===== src/rtl/fetch_queue_if.sv =====
// Fetch stage bus bundle: instruction-memory port, redirect input and downstream head port.
// Optional perf counter outputs exist only when FETCH_PERF_CNT_EN is defined.
interface fetch_queue_if #(
    parameter int INS_W = 16,
    parameter int PC_W  = 8,
    parameter int DEPTH = 4
);
    localparam int CW = $clog2(DEPTH) + 1;

    logic             imem_req;
    logic [PC_W-1:0]  imem_addr;
    logic [INS_W-1:0] imem_data;
    logic             redirect_valid;
    logic [PC_W-1:0]  redirect_pc;
    logic             out_valid;
    logic [INS_W-1:0] out_ins;
    logic [PC_W-1:0]  out_pc;
    logic             out_ready;
    logic [CW-1:0]    fifo_count;
`ifdef FETCH_PERF_CNT_EN
    logic [15:0]      stall_cycles;
    logic [7:0]       flush_count;
`endif

    modport master (
        output imem_req, imem_addr,
        input  imem_data,
        input  redirect_valid, redirect_pc,
        output out_valid, out_ins, out_pc,
        input  out_ready,
        output fifo_count
`ifdef FETCH_PERF_CNT_EN
        , output stall_cycles, flush_count
`endif
    );

    modport slave (
        input  imem_req, imem_addr,
        output imem_data,
        output redirect_valid, redirect_pc,
        input  out_valid, out_ins, out_pc,
        output out_ready,
        input  fifo_count
`ifdef FETCH_PERF_CNT_EN
        , input stall_cycles, flush_count
`endif
    );
endinterface


===== src/rtl/fetch_queue.sv =====
// Instruction fetch: PC, synchronous imem reads, small {pc, ins} FIFO with redirect flush.
// Define FETCH_PERF_CNT_EN to add saturating stall_cycles / flush_count counters.
module fetch_queue #(
    parameter int          INS_W    = 16,
    parameter int          PC_W     = 8,
    parameter int          DEPTH    = 4,
    parameter int unsigned RESET_PC = 0
) (
    input logic            clk,
    input logic            rst,
    fetch_queue_if.master  bus
);
    localparam int AW = $clog2(DEPTH);
    localparam int CW = AW + 1;
    localparam logic [PC_W-1:0] RESET_PC_C = RESET_PC[PC_W-1:0];
    localparam logic [CW:0]     DEPTH_C    = DEPTH[CW:0];

    logic [PC_W-1:0]  pc_q, pc_d;
    logic [PC_W-1:0]  req_pc_q;
    logic             inflight_q;
    logic [AW-1:0]    rd_ptr_q, rd_ptr_d;
    logic [AW-1:0]    wr_ptr_q, wr_ptr_d;
    logic [CW-1:0]    count_q, count_d;
    logic [INS_W-1:0] ins_mem_q [DEPTH];
    logic [PC_W-1:0]  pc_mem_q  [DEPTH];

    logic             redirect;
    logic             req;
    logic             push;
    logic             pop;
    logic             not_empty;
    logic [CW:0]      occupancy;

    assign redirect  = bus.redirect_valid;
    assign not_empty = (count_q != '0);
    assign occupancy = {1'b0, count_q} + {{CW{1'b0}}, inflight_q};
    // FETCH when there is room for one more response, IDLE otherwise or during a redirect
    assign req       = !rst && !redirect && (occupancy < DEPTH_C);
    // a response arriving in a redirect cycle belongs to the old stream and is dropped
    assign push      = inflight_q && !redirect;
    assign pop       = not_empty && bus.out_ready && !redirect;

    always_comb begin
        pc_d     = pc_q;
        rd_ptr_d = rd_ptr_q + AW'(pop);
        wr_ptr_d = wr_ptr_q + AW'(push);
        count_d  = count_q + CW'(push) - CW'(pop);
        if (redirect) begin
            pc_d     = bus.redirect_pc;
            rd_ptr_d = '0;
            wr_ptr_d = '0;
            count_d  = '0;
        end else if (req) begin
            pc_d = pc_q + PC_W'(1);
        end
    end

    always_ff @(posedge clk or posedge rst) begin
        if (rst) begin
            pc_q       <= RESET_PC_C;
            req_pc_q   <= '0;
            inflight_q <= 1'b0;
            rd_ptr_q   <= '0;
            wr_ptr_q   <= '0;
            count_q    <= '0;
        end else begin
            pc_q       <= pc_d;
            inflight_q <= req;
            rd_ptr_q   <= rd_ptr_d;
            wr_ptr_q   <= wr_ptr_d;
            count_q    <= count_d;
            if (req) begin
                req_pc_q <= pc_q;
            end
        end
    end

    always_ff @(posedge clk) begin
        if (push) begin
            ins_mem_q[wr_ptr_q] <= bus.imem_data;
            pc_mem_q[wr_ptr_q]  <= req_pc_q;
        end
    end

    assign bus.imem_req   = req;
    assign bus.imem_addr  = req ? pc_q : '0;
    assign bus.out_valid  = not_empty;
    assign bus.out_ins    = not_empty ? ins_mem_q[rd_ptr_q] : '0;
    assign bus.out_pc     = not_empty ? pc_mem_q[rd_ptr_q] : '0;
    assign bus.fifo_count = count_q;

`ifdef FETCH_PERF_CNT_EN
    logic [15:0] stall_q, stall_d;
    logic [7:0]  flush_q, flush_d;

    always_comb begin
        stall_d = stall_q;
        flush_d = flush_q;
        if (!req && !redirect && (stall_q != '1)) begin
            stall_d = stall_q + 16'd1;
        end
        if (redirect && (flush_q != '1)) begin
            flush_d = flush_q + 8'd1;
        end
    end

    always_ff @(posedge clk or posedge rst) begin
        if (rst) begin
            stall_q <= '0;
            flush_q <= '0;
        end else begin
            stall_q <= stall_d;
            flush_q <= flush_d;
        end
    end

    assign bus.stall_cycles = stall_q;
    assign bus.flush_count  = flush_q;
`endif
endmodule


===== src/flat_wrapper.sv =====
// flat-port wrapper written by rule: the top's interface ports become plain ports
module fetch_queue_flat 
#(
    parameter int          INS_W    = 16,
    parameter int          PC_W     = 8,
    parameter int          DEPTH    = 4,
    parameter int unsigned RESET_PC = 0
)
  (clk, rst, bus_imem_req, bus_imem_addr, bus_imem_data, bus_redirect_valid, bus_redirect_pc, bus_out_valid, bus_out_ins, bus_out_pc, bus_out_ready, bus_fifo_count);
  fetch_queue_if #(.INS_W(INS_W), .PC_W(PC_W), .DEPTH(DEPTH)) bus_i ();
  input logic clk;
  input logic rst;
  output wire logic [$bits(bus_i.imem_req)-1:0] bus_imem_req;
  output wire logic [$bits(bus_i.imem_addr)-1:0] bus_imem_addr;
  input wire logic [$bits(bus_i.imem_data)-1:0] bus_imem_data;
  input wire logic [$bits(bus_i.redirect_valid)-1:0] bus_redirect_valid;
  input wire logic [$bits(bus_i.redirect_pc)-1:0] bus_redirect_pc;
  output wire logic [$bits(bus_i.out_valid)-1:0] bus_out_valid;
  output wire logic [$bits(bus_i.out_ins)-1:0] bus_out_ins;
  output wire logic [$bits(bus_i.out_pc)-1:0] bus_out_pc;
  input wire logic [$bits(bus_i.out_ready)-1:0] bus_out_ready;
  output wire logic [$bits(bus_i.fifo_count)-1:0] bus_fifo_count;
  assign bus_imem_req = bus_i.imem_req;
  assign bus_imem_addr = bus_i.imem_addr;
  assign bus_i.imem_data = bus_imem_data;
  assign bus_i.redirect_valid = bus_redirect_valid;
  assign bus_i.redirect_pc = bus_redirect_pc;
  assign bus_out_valid = bus_i.out_valid;
  assign bus_out_ins = bus_i.out_ins;
  assign bus_out_pc = bus_i.out_pc;
  assign bus_i.out_ready = bus_out_ready;
  assign bus_fifo_count = bus_i.fifo_count;
  fetch_queue #(.INS_W(INS_W), .PC_W(PC_W), .DEPTH(DEPTH), .RESET_PC(RESET_PC)) u_core (.clk(clk), .rst(rst), .bus(bus_i));
endmodule

===== config.mk =====
export PLATFORM = sky130hd
export DESIGN_NAME = fetch_queue_flat
export DESIGN_NICKNAME = d
export VERILOG_FILES = /design/src/rtl/fetch_queue_if.sv /design/src/rtl/fetch_queue.sv /design/src/flat_wrapper.sv
export SDC_FILE = /design/constraint.sdc
export NUM_CORES = 1
export LEC_CHECK = 0
export BUFFER_PORTS_ARGS = -buffer_cell sky130_fd_sc_hd__buf_2
export CORE_MARGIN = 2
export CORE_UTILIZATION = 45
export DETAILED_ROUTE_END_ITERATION = 6
export REMOVE_ABC_BUFFERS = 1
export SLEW_MARGIN = 20
export SYNTH_ARGS = -nofsm -noshare
export SYNTH_HDL_FRONTEND = slang
export SYNTH_SLANG_ARGS = --single-unit

===== constraint.sdc =====
create_clock -name clk -period 6.48 [get_ports clk]
set_input_delay 1.944 -clock clk [delete_from_list [all_inputs] [get_ports clk]]
set_output_delay 1.944 -clock clk [all_outputs]
set_load 0.01 [all_outputs]

==> out/results.ini <==
[final_layout]
antennaDiodeCount=0
areaGrowthSynthToFinish_pct=22.1
layout-drive-gt1-share_pct=38.3
final_core_util_pct=55.6
layout.nets=385

[yosys]
avgSynthCellArea_um2=18.0
yosysMostFrequentCell=edfxtp_1
yosys.area_share.simple_pct=8.44
synth_area_leaders=edfxtp_1 59%, dfrtp_1 12%, mux4_2 11%
postSynthCellCount=272
yosys.area.top_type=edfxtp_1
synth_area_um2=4890
synth-xor-area-share_pct=0.895
yosysUniqueCellTypes=36
synth_compound_area_share_pct=2.61
synthFlopType=edfxtp_1
synth-seq-cells=120
yosysWarnings=0
synth_edf_count=96
synthArstFlopShare_pct=20.0
synth.yosys.seq_area_share_pct=71.2
synthTopCellsByCount=96 x edfxtp_1, 28 x nor2b_1, 24 x dfrtp_1, 24 x mux4_2, 9 x nor2_1
yosysTopAreaCellShare_pct=58.9
synth_fa_ha_area_share_pct=1.94
synthMuxAreaShare_pct=13.1
synth_top_family_by_area=multiplexers

[die]
start_util_pct=45.6
die_h_um=108
pin_count=65
num_rows=38
core_area_um2=10700
die_w_um=108
dieArea_um2=11700

[place]
dpl.hpwl_um=5160
routabilityCongestion=0.772
io_buffers=64

[critical_path]
worst_path_max_delay_cell=nor2_2
r2r_start=u_core.bus.fifo_count[1]$_DFF_PP0_
crit_end=bus_imem_addr[5]
worst-path-stages=6
crit_buf_inv=3
cp.required_ns=4.54
critical_path.top_delay_family=simple AND/OR/NAND/NOR gates
rr_worst_depth=5
cpPeakStageDelay_ns=0.62
cpMostUsedCell=buf_2
startpoint=rst
endpoint_kind=primary output
worstSetupPathType=in -> out
worstPathArrival_ns=3.36
reg2reg_to=u_core.req_pc_q[2]$_DFFE_PP0N_
cp_cell_sequence=buf_2 -> inv_1 -> a32oi_2 -> nor2_2 -> and2_1 -> buf_2
crit_fanout=16
startpoint_type=input port
regToRegSetupSlack_ns=4.13

[clock_network]
cts_made_buffers=17
cts_buffer_depth=2
cts_tree=done
clock-sinks=120
clk_pin_slew_worst_paths_ns=0.05
clk_latency_ns=0.50
hold_buffers=0
cts_root_buffer=clkbuf_8
htreeDepth=4
post_cts_buffers=0
cts_resized=0

[timing]
final_hold_viol_count=0
min_period_ns=5.30
setup_viol=0
max_freq_ghz=0.189
max-slew-margin-rel_pct=42.1
rsz0062_at_grt=false
drv_slew=0
setup_tns_ns=0
fin_skew_ns=0.0116
fin_crit_sh_pct=81.8
whs_ns=0.517
tightest_slew_ns=0.868

[global_routing]
antenna_found_initial=0
grt_pass1_wl_um=13700
grt_max_degree=27
overflow=0
grt_pass1_vias=2638
grt_use_total_pct=16.1

[power]
ir_drop_uv=222
pwr_density_cell_nw_per_um2=389
finalPower_mw=2.33
cellLeakagePower_nw=2.22

[routing]
routed_via_density=5.15
wirelength_um=8470
first_pass_iters=6
antenna_left=0
dr.first_iter.drc_count=155
wire_per_inst_um=16.8
drc=0
num_vias=2591

[hold_path]
hp-class=reg -> reg

[flow_run]
cap_violations=0

[outcome]
outcome=finished clean

## area by class of cell
cell class / instances / area (um^2)
Fill cell: 884 / 4770
Sequential cell: 120 / 3480
Multi-Input combinational cell: 132 / 1340
Clock buffer: 22 / 453
Timing Repair Buffer: 71 / 373
Tap cell: 140 / 175
Clock inverter: 10 / 128
Inverter: 8 / 30.0
## worst min-delay path by stage
stage	from	to	cells past startpoint	slack, ns
2_1_floorplan	u_core.req_pc_q[0]$_DFFE_PP0N_	u_core.pc_mem_q[0][0]$_DFFE_PP_	0	0.47
3_3_place_gp	u_core.req_pc_q[5]$_DFFE_PP0N_	u_core.pc_mem_q[3][5]$_DFFE_PP_	0	0.50
3_5_place_dp	u_core.req_pc_q[0]$_DFFE_PP0N_	u_core.pc_mem_q[1][0]$_DFFE_PP_	0	0.51
4_1_cts	u_core.req_pc_q[6]$_DFFE_PP0N_	u_core.pc_mem_q[0][6]$_DFFE_PP_	0	0.52
5_1_grt	u_core.req_pc_q[0]$_DFFE_PP0N_	u_core.pc_mem_q[3][0]$_DFFE_PP_	0	0.54
6_report	u_core.req_pc_q[6]$_DFFE_PP0N_	u_core.pc_mem_q[3][6]$_DFFE_PP_	0	0.52
## worst reg2reg max path: stages, from the launching register on
cell,delay [ns]
dfrtp_1,0.45
ha_1,0.24
and3b_1,0.24
a32oi_2,0.26
nor2_2,0.62
mux2_2,0.41
## stage by stage
| step | instances | instance area, um^2 | setup WS [ns] |
|---|---|---|---|
| 2_1_floorplan | 260 | 4830 | 0.926 |
| 3_3_place_gp | 471 | 5400 | 1.22 |
| 3_5_place_dp | 471 | 5400 | 1.15 |
| 4_1_cts | 503 | 5980 | 1.14 |
| 5_1_grt | 503 | 5980 | 1.01 |
| 6_report | 503 | 5980 | 1.18 |
## logic make-up after synthesis
family                     count (synthesis)
DFF                                      120
and+or+nand+nor                           71
buffers and inverters                     20
AOI/OAI and AO/OA                         16
muxes                                     33
xor gates and xnor gates                   5
adders and majority gates                  7
## power by group
part	leakage [nW]	switching [mW]	internal (mW)	total [mW]
logic	0.781	0.227	0.208	0.435
registers	1.15	0.0747	0.915	0.990
clock network	0.288	0.300	0.601	0.901
## flip-flops by register name, summed over array words and instances, names as in the netlist
signal	cells
u_core.inflight_q	1
u_core.pc_mem_q	32
u_core.wr_ptr_q	2
u_core.pc_q	8
u_core.bus.fifo_count	3
u_core.rd_ptr_q	2
u_core.ins_mem_q	64
u_core.req_pc_q	8
## cells in the final DEF, fill, tap and decap left out, drive strengths merged, types with 5 or more instances in the layout
| cell type | instances |
|---|---|
| clkbuf | 22 |
| inv | 8 |
| mux4 | 24 |
| mux2 | 8 |
| nand2 | 5 |
| edfxtp | 96 |
| ha | 6 |
| o31a | 8 |
| clkinv | 6 |
| dfrtp | 24 |
| nor2 | 10 |
| and2 | 7 |
| buf | 71 |
| nor2b | 28 |
## routing by layer
| layer | part of all wire (%) | track usage [%] | up-vias |
|---|---|---|---|
| met3 | 4.9 | 4.88 | 4 |
| met1 | 44 | 20.6 | 1304 |
| met2 | 50 | 26.4 | 72 |
| met5 | 0 | 0 | - |
| met4 | 0.65 | 5.49 | 0 |
| li1 | - | - | 1211 |
Note: power is estimated with default switching activity, not from simulation.
